===== config.mk =====
export PLATFORM = sky130hd
export DESIGN_NAME = count_sequencer
export DESIGN_NICKNAME = d
export VERILOG_FILES = /design/src/rtl/count_sequencer.sv
export SDC_FILE = /design/constraint.sdc
export NUM_CORES = 1
export LEC_CHECK = 0
export BUFFER_PORTS_ARGS = -buffer_cell sky130_fd_sc_hd__buf_4
export CELL_PAD_IN_SITES_DETAIL_PLACEMENT = 0
export CELL_PAD_IN_SITES_GLOBAL_PLACEMENT = 2
export CORE_AREA = 2 2 90 109
export DETAILED_ROUTE_END_ITERATION = 8
export DIE_AREA = 0 0 92 111
export PLACE_DENSITY = 0.8
export SLEW_MARGIN = 20
export SYNTH_ARGS = -nofsm -noshare
export SYNTH_HDL_FRONTEND = slang
export SYNTH_SLANG_ARGS = --single-unit

===== constraint.sdc =====
create_clock -name clk -period 4.35 [get_ports clk]
set_input_delay 0.87 -clock clk [delete_from_list [all_inputs] [get_ports clk]]
set_output_delay 0.87 -clock clk [all_outputs]
set_load 0.01 [all_outputs]

===== src/rtl/count_sequencer.sv =====
// count_sequencer: prescaled modulo-N LED counter with start/pause/abort and auto-stop after N wraps.
module count_sequencer #(
    parameter int CNT_W   = 3,
    parameter int DIV_W   = 16,
    parameter int DEF_DIV = 4
) (
    input  logic             clk,
    input  logic             reset,
    input  logic             start,
    input  logic             stop,
    input  logic             cfg_valid,
    output logic             cfg_ready,
    input  logic [DIV_W-1:0] cfg_div,
    input  logic [CNT_W-1:0] cfg_mod,
    input  logic [3:0]       cfg_cycles,
    output logic             tick,
    output logic [CNT_W-1:0] count,
    output logic             busy,
    output logic             done
);
    typedef enum logic [1:0] {S_IDLE, S_RUN, S_PAUSE, S_DONE} state_t;

    state_t           r_state, w_state_nxt;
    logic [DIV_W-1:0] r_pre, r_div, w_div_m1;
    logic [CNT_W-1:0] r_count, r_mod, w_mod_m1, w_cnt_nxt;
    logic [3:0]       r_wrap, r_cyc, w_wrap_nxt;
    logic             r_tick, w_run, w_tick, w_wrap, w_fin, w_clear;

    // div 0 behaves as 1; mod 0 wraps naturally to the full 2**CNT_W range
    assign w_div_m1   = (r_div == '0) ? '0 : r_div - DIV_W'(1);
    assign w_mod_m1   = r_mod - CNT_W'(1);
    assign w_run      = (r_state == S_RUN) && !stop;
    assign w_tick     = w_run && (r_pre == w_div_m1);
    assign w_cnt_nxt  = (r_count == w_mod_m1) ? '0 : r_count + CNT_W'(1);
    assign w_wrap     = w_tick && (w_cnt_nxt == '0);
    assign w_wrap_nxt = r_wrap + 4'd1;
    assign w_fin      = w_wrap && (r_cyc != 4'd0) && (w_wrap_nxt == r_cyc);
    assign w_clear    = ((r_state == S_IDLE) && start && !stop) || ((r_state == S_PAUSE) && stop);

    always_comb begin
        w_state_nxt = r_state;
        case (r_state)
            S_IDLE:  w_state_nxt = (start && !stop) ? S_RUN : S_IDLE;
            S_RUN:   w_state_nxt = stop ? S_PAUSE : (w_fin ? S_DONE : S_RUN);
            S_PAUSE: w_state_nxt = stop ? S_IDLE : (start ? S_RUN : S_PAUSE);
            default: w_state_nxt = S_IDLE;
        endcase
    end

    always_ff @(posedge clk or negedge reset) begin
        if (!reset) r_state <= S_IDLE;
        else        r_state <= w_state_nxt;
    end

    always_ff @(posedge clk or negedge reset) begin
        if (!reset) begin
            r_pre   <= '0;
            r_count <= '0;
            r_wrap  <= '0;
            r_tick  <= 1'b0;
            r_div   <= DIV_W'(DEF_DIV);
            r_mod   <= '0;
            r_cyc   <= '0;
        end else begin
            r_tick <= w_tick;
            if ((r_state == S_IDLE) && cfg_valid) begin
                r_div <= cfg_div;
                r_mod <= cfg_mod;
                r_cyc <= cfg_cycles;
            end
            if (w_clear) begin
                r_pre   <= '0;
                r_count <= '0;
                r_wrap  <= '0;
            end else if (w_run) begin
                r_pre <= w_tick ? '0 : r_pre + DIV_W'(1);
                if (w_tick) r_count <= w_cnt_nxt;
                if (w_wrap) r_wrap <= w_wrap_nxt;
            end
        end
    end

    assign tick      = r_tick;
    assign count     = r_count;
    assign busy      = (r_state == S_RUN) || (r_state == S_PAUSE);
    assign done      = (r_state == S_DONE);
    assign cfg_ready = (r_state == S_IDLE);
endmodule


======== Word level (Yosys, flattened, before mapping) ========
Index checks and enable logic that the tools add are counted.
operators by class
  reduce and logical (&&, ||, !) cells .... 22
  add/subtract/negate cells ............... 5
  muxes and demuxes ....................... 17
  equal/unequal tests ..................... 6
operator list
  cell                     number
  $mux W16                 4
  $add A16 B1 Y16 const B  1
  $eq A16 B16 Y1           1
  $logic_not A16 Y1        1
  $sub A16 B1 Y16 const B  1
  $mux W3                  4
  $mux W4                  3
  $logic_and A1 B1 Y1      10
  $mux W2                  4
  $pmux W2 S3              1
  $reduce_bool A2 Y1       3
  $add A4 B1 Y4 const B    1
  $eq A2 B2 Y1 const B     2
  $eq A4 B4 Y1             1
  $reduce_and A2 Y1        2
  $reduce_bool A4 Y1       1
  $add A3 B1 Y3 const B    1
  $eq A3 B3 Y1             1
  $logic_not A3 Y1         1
  $sub A3 B1 Y3 const B    1
  $eq A2 B1 Y1 const B     1
  $logic_not A2 Y1         1
  $logic_or A1 B1 Y1       2
  $logic_not A1 Y1         1
  $mux W1                  1
storage, ports and cells
  output and inout bits ................... 7
  register bits ........................... 49
  word-level logic and storage cells ...... 58
  input port bits ......................... 28

======== Longest topological paths before layout ========
Gate-level depths: netlist of run 1.
  word-level depth ........................ 10
  depth in mapped cells ................... 13
  depth with buffers taken out ............ 10

======== Worst setup path before layout of run 1 ========
OpenSTA, ideal clock, no wires.
  kind .................................... flip-flop to flip-flop
  start ................................... reg r_div[0]
  end ..................................... reg r_count[1], in the netlist count[1]
  arrival time ............................ 3376 ps
  buffers on the path ..................... 2
  library setup time ...................... 79 ps
  setup slack ............................. 896 ps
  required time ........................... 4271 ps
  cell stages (with the launch flop) ...... 12
  clock period less this slack ............ 3454 ps
  path through ............................ dfrtp_1 -> inv_1 -> ha_1 -> or3b_2 -> buf_2 -> or4_4 -> o311ai_1 -> o2111ai_1 -> or4_1 -> buf_2 -> or3b_1 -> a21oi_1
on the way
  longest elaborated chain between the ends .. 6
  elaborated cells on any way between the ends .. 7
  those cells by class .................... add/sub: 1; eq/ne: 1; mux: 1; reduce/logical: 4
ends and longest elaborated chain
  what                                                  RTL line  source
  start: declaration                                    24        logic [DIV_W-1:0] r_pre, r_div, w_div_m1;
  start signal: assignment                              61        r_div <= DIV_W'(DEF_DIV);
  start signal: assignment                              67        r_div <= cfg_div;
  $sub A16 B1 Y16 or $logic_not A16 Y1 (tied branches)  30        assign w_div_m1 = (r_div == '0) ? '0 : r_div - DIV_W'(1);
  $mux W16 (*)                                          30
  $eq A16 B16 Y1 (*)                                    33        assign w_tick = w_run && (r_pre == w_div_m1);
  $logic_and A1 B1 Y1 (*)                               33
  $reduce_bool A2 Y1 (no line) (*)                      n/a
  $reduce_and A2 Y1 (no line) (*)                       n/a
  end signal: assignment                                77        if (w_tick) r_count <= w_cnt_nxt;
  end: declaration                                      25        logic [CNT_W-1:0] r_count, r_mod, w_mod_m1, w_cnt_nxt;
Every way passes the cells marked *; elsewhere a longest branch is shown, timed or not.
A chain may end at the register's enable or synchronous reset.

======== Worst setup path in the final report of run 1 ========
  start ................................... reg r_div[0]
  end ..................................... reg r_pre[14]
on the way
  longest elaborated chain between the ends .. 7
  elaborated cells on any way between the ends .. 8
  those cells by class .................... add/sub: 1; eq/ne: 1; mux: 4; reduce/logical: 2
ends and longest elaborated chain
  what                                                  RTL line  source
  $sub A16 B1 Y16 or $logic_not A16 Y1 (tied branches)  30
  $mux W16 (*)                                          30
  $eq A16 B16 Y1 (*)                                    33
  $logic_and A1 B1 Y1 (*)                               33
  $mux W16 (*)                                          76        r_pre <= w_tick ? '0 : r_pre + DIV_W'(1);
  $mux W16 (*)                                          75        end else if (w_run) begin
  $mux W16 (*)                                          71        if (w_clear) begin
  end signal: assignment                                76
  end: declaration                                      24
Every way passes the cells marked *; elsewhere a longest branch is shown, timed or not. The select of a mux whose other input is x is not followed.

==> reports/qor.csv, run 1 <==
stage;metric;value;unit
outcome;outcome;finished, final reports clean;
die;die_y;111;um
sta;tightest_slew;0.9686;ns
final_layout;syn_to_final_growth;16.17;%
die;placement_rows;39;
synthesis;synth-main-ff-cell;dfrtp_1;
global_route;grt_pass1_wl;14060;um
global_route;grt_start_max_net_pins;50;
min_path;hold_class;reg2reg;
worst_setup_path;crit_chain;inv_1 -> ha_1 -> or3b_2 -> or4_4 -> o311ai_1 -> o2111ai_1 -> or4_1 -> nand2_1 -> nor2_1;
final_layout;register_area;1227;sq um
die;dieArea;10210;sq um
final_layout;drive_gt1_share;21.84;%
die;start_util;35.55;%
worst_setup_path;reg2reg_to;r_pre[14]$_DFFE_PN0P_;
final_layout;instances_no_fill;503;
worst_setup_path;slowest_stage;or4_1;
final_layout;mostFrequentLayoutCells;dfrtp_1, buf_4, nor2_1;
final_layout;antennaDiodeCount;0;
clock_network;cts-htree-levels;2;
drt;vias_per_cell;5.475;
drt;drc;0;
clock_network;clock_tree.buffer_depth;2;
drt;drt_pass1_iterations;4;
global_route;track_usage;17.26;%
clock_network;ctsResizeCount;0;
worst_setup_path;critPathKind;reg2reg;
placement;dp_hpwl;6417;um
sta;max_freq;0.2634;GHz
synthesis;syn_avg_cell_area;9.416;sq um
worst_setup_path;cp-startpoint;r_div[0]$_DFFE_PN0P_;
synthesis;ys_types;58;
synthesis;seq_area_frac_synth;37.24;%
sta;rsz0062_at_grt;no;
synthesis;yosys.area.top_type;dfrtp_1;
sta;finalCritPeriodShare;87.27;%
clock_network;post-cts-setup-buffers;0;
worst_setup_path;reg2reg_setup_slack;0.55;ns
clock_network;cts_buffers;5;
min_path;hold_end;r_mod[1]$_DFFE_PN0P_;
worst_setup_path;cp.required;4.52;ns
sta;drv_slew;0;
min_path;whs_path_depth;1;
worst_setup_path;cp_max_fo;13;
die;ios;35;
worst_setup_path;rr_startpoint;r_div[0]$_DFFE_PN0P_;
worst_setup_path;cp_num_cells;9;
worst_setup_path;cp-start-kind;register;
sta;max_slew_margin;35.27;%
min_path;worstHoldStart;r_mod[1]$_DFFE_PN0P_;
sta;skew;0.008525;ns
power;p_per_area;408.1;nW/um^2
clock_network;cts_tree;built;
worst_setup_path;r2r_cells;9;
clock_network;clock_latency;0.29;ns
die;die_x;92;um
drt;wl_per_cell;16.83;um
worst_setup_path;critPathCaptureType;register;
drt;antenna_left;0;
synthesis;synthTopCellsByArea;dfrtp_1, mux2_2, xnor2_1;
synthesis;synth_async_sr_flop_share;100.0;%
sta;finalSetupTns;0;ns
synthesis;syn_area;3296;sq um
final_layout;layout_commonest_cell;dfrtp_1;
worst_setup_path;cp_num_buf_inv;1;
drt;drtIter0Drc;134;
worst_setup_path;crit_path_max_incr_delay;0.69;ns
final_layout;num-fill-cells;985;
synthesis;synth_edf_count;0;
power;power.leakage;0.001573;uW
drt;wl;8468;um
global_route;grt_pass1_vias;2768;
synthesis;yosys_warnings;0;
die;fp.coreArea;9271;sq um
final_layout;nets;416;
synthesis;synth.top_cell.area_share;36.45;%
drt;vias;2754;
sta;fin_crit;3.796;ns
clock_network;root_buffer;clkbuf_16;
sta;hold_viol;0;
placement;dp_cells;495;
synthesis;syn_inst;350;
placement;numPortBuffers;34;
placement;routabilityCongestion;0.7938;
run;drv_cap;0;
clock_network;cts_hold_buf;0;
sta;finalSetupViolations;0;
synthesis;yosys_register_bits;49;
global_route;grt-ovfl-total;0;
worst_setup_path;crit_family;simple AND/OR/NAND/NOR gates;
worst_setup_path;crit_arrival;3.96;ns
power;vdd_ir_drop_max;0.0002186;V
synthesis;synthesis.nets;387;
clock_network;clk_pin_slew;0.07;ns
clock_network;clock-sinks;49;
global_route;antenna_found_initial;0;
final_layout;multiInputGateArea;1934;sq um
-- kinds of logic after synthesis --
| kind of cell | share of synthesized area [%] |
|---|---|
| simple gates | 22.97 |
| buf+inv | 4.062 |
| compound gates | 12.49 |
| xor+xnor | 10.10 |
| mux | 9.719 |
| flops | 37.24 |
| fa+ha+maj | 3.417 |
-- final cells by class --
| type | count | share of cell area [%] |
|---|---|---|
| Sequential cell | 49 | 32.06 |
| Multi-Input combinational cell | 271 | 50.52 |
| Tap cell | 123 | 4.020 |
| Inverter | 12 | 1.176 |
| Timing Repair Buffer | 40 | 7.843 |
| Clock buffer | 6 | 3.366 |
| Clock inverter | 2 | 1.013 |
-- metrics by stage --
step | cell area, sq um | util [%] | total power (uW) | hold slack, ns | worst slack (ns)
floorplan | 3296 | - | 983.3 | 0.4794 | 0.8959
global placement | 3661 | 39.49 | 1111 | 0.4962 | 0.6804
detailed placement | 3661 | 39.49 | 1121 | 0.5061 | 0.5647
CTS | 3829 | 41.30 | 1577 | 0.5221 | 0.5520
global route | 3829 | 41.30 | 1658 | 0.5385 | 0.2841
finish | 3829 | 41.30 | 1562 | 0.5245 | 0.5539
-- worst max-delay path by stage --
| stage | to | slack (ns) |
|---|---|---|
| global route | r_pre[7]$_DFFE_PN0P_ | 0.28 |
| floorplan | count[1]$_DFFE_PN0P_ | 0.90 |
| global placement | r_pre[9]$_DFFE_PN0P_ | 0.68 |
| finish | r_pre[14]$_DFFE_PN0P_ | 0.55 |
| CTS | r_pre[7]$_DFFE_PN0P_ | 0.55 |
| detailed placement | r_pre[7]$_DFFE_PN0P_ | 0.56 |
-- cells in the mapped netlist (all sizes together), types with 3 or more instances --
| cell | instances |
|---|---|
| o21ai | 6 |
| a21oi | 15 |
| or4 | 8 |
| dfrtp | 48 |
| nor4 | 12 |
| nand4 | 5 |
| mux2i | 5 |
| a31oi | 3 |
| nor2b | 3 |
| and3 | 3 |
| nor2 | 32 |
| a211oi | 3 |
| o2111ai | 4 |
| ha | 9 |
| clkbuf | 8 |
| mux2 | 24 |
| inv | 12 |
| nor3b | 4 |
| or3 | 3 |
| xnor2 | 22 |
| xor2 | 16 |
| nand2 | 30 |
| nor3 | 14 |
| nand2b | 4 |
| nand3 | 14 |
| buf | 10 |
-- layer usage --
layer,GRT usage (%),up-vias,wire length (um)
li1,-,1334,-
met1,21.83,1366,3672
met5,0,-,0
met4,5.075,0,156
met2,30.54,46,4376
met3,2.243,8,262
-- state kept, by name, summed over array words and instances, names as in the netlist --
signal   cells
tick         1
r_cyc        4
count        3
r_mod        3
r_pre       16
r_div       16
r_wrap       4
r_state      2
-- report_power, final --
part           switching [uW]  internal (uW)  leakage (uW)
logic                     243            218      0.000866
registers                 124            528      0.000626
clock network             178            273     0.0000810
Power figures use the tool's default switching activity.
==> run 2: changes to the inputs <==
--- a/config.mk
+++ b/config.mk
@@ -8,9 +8,9 @@
 export BUFFER_PORTS_ARGS = -buffer_cell sky130_fd_sc_hd__buf_4
 export CELL_PAD_IN_SITES_DETAIL_PLACEMENT = 0
 export CELL_PAD_IN_SITES_GLOBAL_PLACEMENT = 2
-export CORE_AREA = 2 2 90 109
+export CORE_AREA = 2 2 70 139
 export DETAILED_ROUTE_END_ITERATION = 8
-export DIE_AREA = 0 0 92 111
+export DIE_AREA = 0 0 72 141
 export PLACE_DENSITY = 0.8
 export SLEW_MARGIN = 20
 export SYNTH_ARGS = -nofsm -noshare
==> run 2 against run 1 <==
Against the previous run:
- power is 5.0% lower
- maximum frequency is 2.6% lower
- clock skew is 0.0053 ns lower
- die area is 0.59% lower
- via count is 2.4% lower
- sequential cell count stayed put
- critical path depth is 1 higher
- core utilization is 0.38 points lower
- sequential share of layout area is 0.57 points higher
- largest power group unchanged
- setup slack worse by 0.10 ns
- non-clock buffer count is 2 lower
- combinational power is 1% lower
==> reports/qor.csv, run 2 (same netlist as run 1, synthesis figures left out) <==
stage;metric;value;unit;change
final_layout;nets;414;;-0.48%
power;power.leakage;0.001545;uW;-1.8%
final_layout;mostFrequentLayoutCells;dfrtp_1, buf_4, nor2_1;;
power;vdd_ir_drop_max;0.0002238;V;+2.4%
die;start_util;35.84;%;+0.29 points
sta;rsz0062_at_grt;no;;
global_route;grt_start_max_net_pins;50;;unchanged
clock_network;clock_tree.buffer_depth;2;;unchanged
sta;max_slew_margin;34.38;%;-0.89 points
final_layout;num-fill-cells;906;;-8.0%
clock_network;clock-sinks;49;;unchanged
min_path;hold_class;reg2reg;;
die;fp.coreArea;9196;sq um;-0.81%
final_layout;reg_top3;r_div (16), r_pre (16);;
outcome;outcome;finished, final reports clean;;
drt;vias_per_cell;5.577;;+1.9%
sta;worst_slack;0.4531;ns;-0.1008 ns
drt;drt_pass1_iterations;5;;+1
final_layout;antennaDiodeCount;0;;unchanged
sta;fin_crit;3.897;ns;+0.1008 ns
placement;dp_hpwl;6305;um;-1.7%
global_route;grt-ovfl-total;0;;unchanged
drt;drc;0;;unchanged
min_path;whs_path_depth;1;;unchanged
sta;drv_slew;0;;unchanged
drt;wl;8224;um;-2.9%
clock_network;cts-htree-levels;2;;unchanged
clock_network;post-cts-setup-buffers;0;;unchanged
sta;max_freq;0.2566;GHz;-2.6%
final_layout;instances_no_fill;482;;-4.2%
die;ios;35;;unchanged
sta;finalSetupViolations;0;;unchanged
sta;skew;0.003212;ns;-0.005313 ns
worst_setup_path;r2r_cells;10;;+1
clock_network;ctsResizeCount;0;;unchanged
placement;numPortBuffers;34;;unchanged
global_route;grt_pass1_vias;2768;;unchanged
power;p_total;1484;uW;-5.0%
power;p_per_area;394.5;nW/um^2;-3.3%
placement;pre_cts_ws;0.5509;ns;-0.01383 ns
final_layout;register_area;1227;sq um;unchanged
worst_setup_path;cp-start-kind;register;;
placement;dp_cells;474;;-4.2%
worst_setup_path;cp_max_fo;13;;unchanged
die;dieArea;10150;sq um;-0.59%
global_route;antenna_found_initial;0;;unchanged
worst_setup_path;reg2reg_setup_slack;0.45;ns;-0.10 ns
run;drv_cap;0;;unchanged
worst_setup_path;rr_startpoint;r_div[0]$_DFFE_PN0P_;;
die;die_y;141;um;+27%
drt;drtIter0Drc;165;;+23%
clock_network;root_buffer;clkbuf_16;;
clock_network;cts_buffers;5;;unchanged
worst_setup_path;crit_arrival;4.06;ns;+0.10 ns
sta;finalCritPeriodShare;89.58;%;+2.3 points
die;placement_rows;50;;+28%
final_layout;layout_commonest_cell;dfrtp_1;;
final_layout;drive_gt1_share;21.16;%;-0.68 points
sta;tightest_slew;0.9819;ns;+0.01330 ns
worst_setup_path;critPathKind;reg2reg;;
worst_setup_path;critPathCaptureType;register;;
placement;routabilityCongestion;1.007;;+27%
clock_network;clock_latency;0.29;ns;about the same
min_path;worstHoldStart;r_mod[1]$_DFFE_PN0P_;;
clock_network;clk_pin_slew;0.06;ns;about the same
global_route;grt_pass1_wl;13600;um;-3.3%
sta;finalSetupTns;0;ns;unchanged
drt;wl_per_cell;17.06;um;+1.3%
final_layout;syn_to_final_growth;14.16;%;
worst_setup_path;cp.required;4.51;ns;about the same
global_route;track_usage;16.97;%;-0.30 points
sta;hold_viol;0;;unchanged
die;die_x;72;um;-22%
clock_network;cts_tree;built;;
worst_setup_path;reg2reg_to;r_pre[13]$_DFFE_PN0P_;;
min_path;hold_end;r_mod[1]$_DFFE_PN0P_;;
drt;vias;2688;;-2.4%
clock_network;cts_hold_buf;0;;unchanged
drt;antenna_left;0;;unchanged
final_layout;multiInputGateArea;1934;sq um;unchanged
run 2: cell types whose count changed in the layout (fill, tap and decap cells not counted), sizes merged:
cell | before | now
clkinvlp | 0 | 1
buf | 40 | 38
clkbuf | 6 | 7
clkinv | 1 | 0
bufinv | 1 | 0
run 2: worst max-delay path: stages (launching register included):
cell     delay, ns
dfrtp_1       0.44
inv_1         0.10
ha_1          0.21
or3b_2        0.57
nor4_1        0.65
buf_4         0.25
o21a_1        0.20
o32ai_1       0.12
or4_1         0.71
nand2_1       0.41
nor2_1        0.10
run 2: layout make-up:
class	instances	area share (%)
clock inverter	1	0.1995
clock buffer	7	3.525
multi-input combinational	271	51.41
tap	104	3.459
timing repair buffer	38	7.582
sequential	49	32.62
inverter	12	1.197
run 2: metal layers:
metal,up-vias,wire length (um),track usage [%]
met5,-,0,0
met4,0,269,8.044
met3,15,361,2.287
met2,72,4070,28.70
met1,1273,3522,20.88
li1,1328,-,-
run 2: where the power goes:
group / switching, uW / internal (uW) / total, uW
Sequential: 126 / 528 / 654
Clock: 161 / 214 / 375
Combinational: 239 / 217 / 455
run 2: how the worst max path moves through the flow:
stage                              start               endpoint  depth (start not counted)
finish              r_div[0]$_DFFE_PN0P_  r_pre[13]$_DFFE_PN0P_                         10
floorplan           r_div[0]$_DFFE_PN0P_   count[1]$_DFFE_PN0P_                         11
detailed placement  r_div[0]$_DFFE_PN0P_  r_pre[13]$_DFFE_PN0P_                         10
CTS                 r_div[0]$_DFFE_PN0P_  r_pre[13]$_DFFE_PN0P_                         10
global route        r_div[0]$_DFFE_PN0P_  r_pre[10]$_DFFE_PN0P_                         10
global placement    r_div[0]$_DFFE_PN0P_   count[1]$_DFFE_PN0P_                         10
run 2: through the flow:
stage	util (%)	cell area, sq um	hold WS [ns]
floorplan	-	3296	0.4794
global placement	39.39	3622	0.4986
detailed placement	39.39	3622	0.5018
CTS	40.91	3762	0.5164
global route	40.91	3762	0.5443
finish	40.91	3762	0.5132
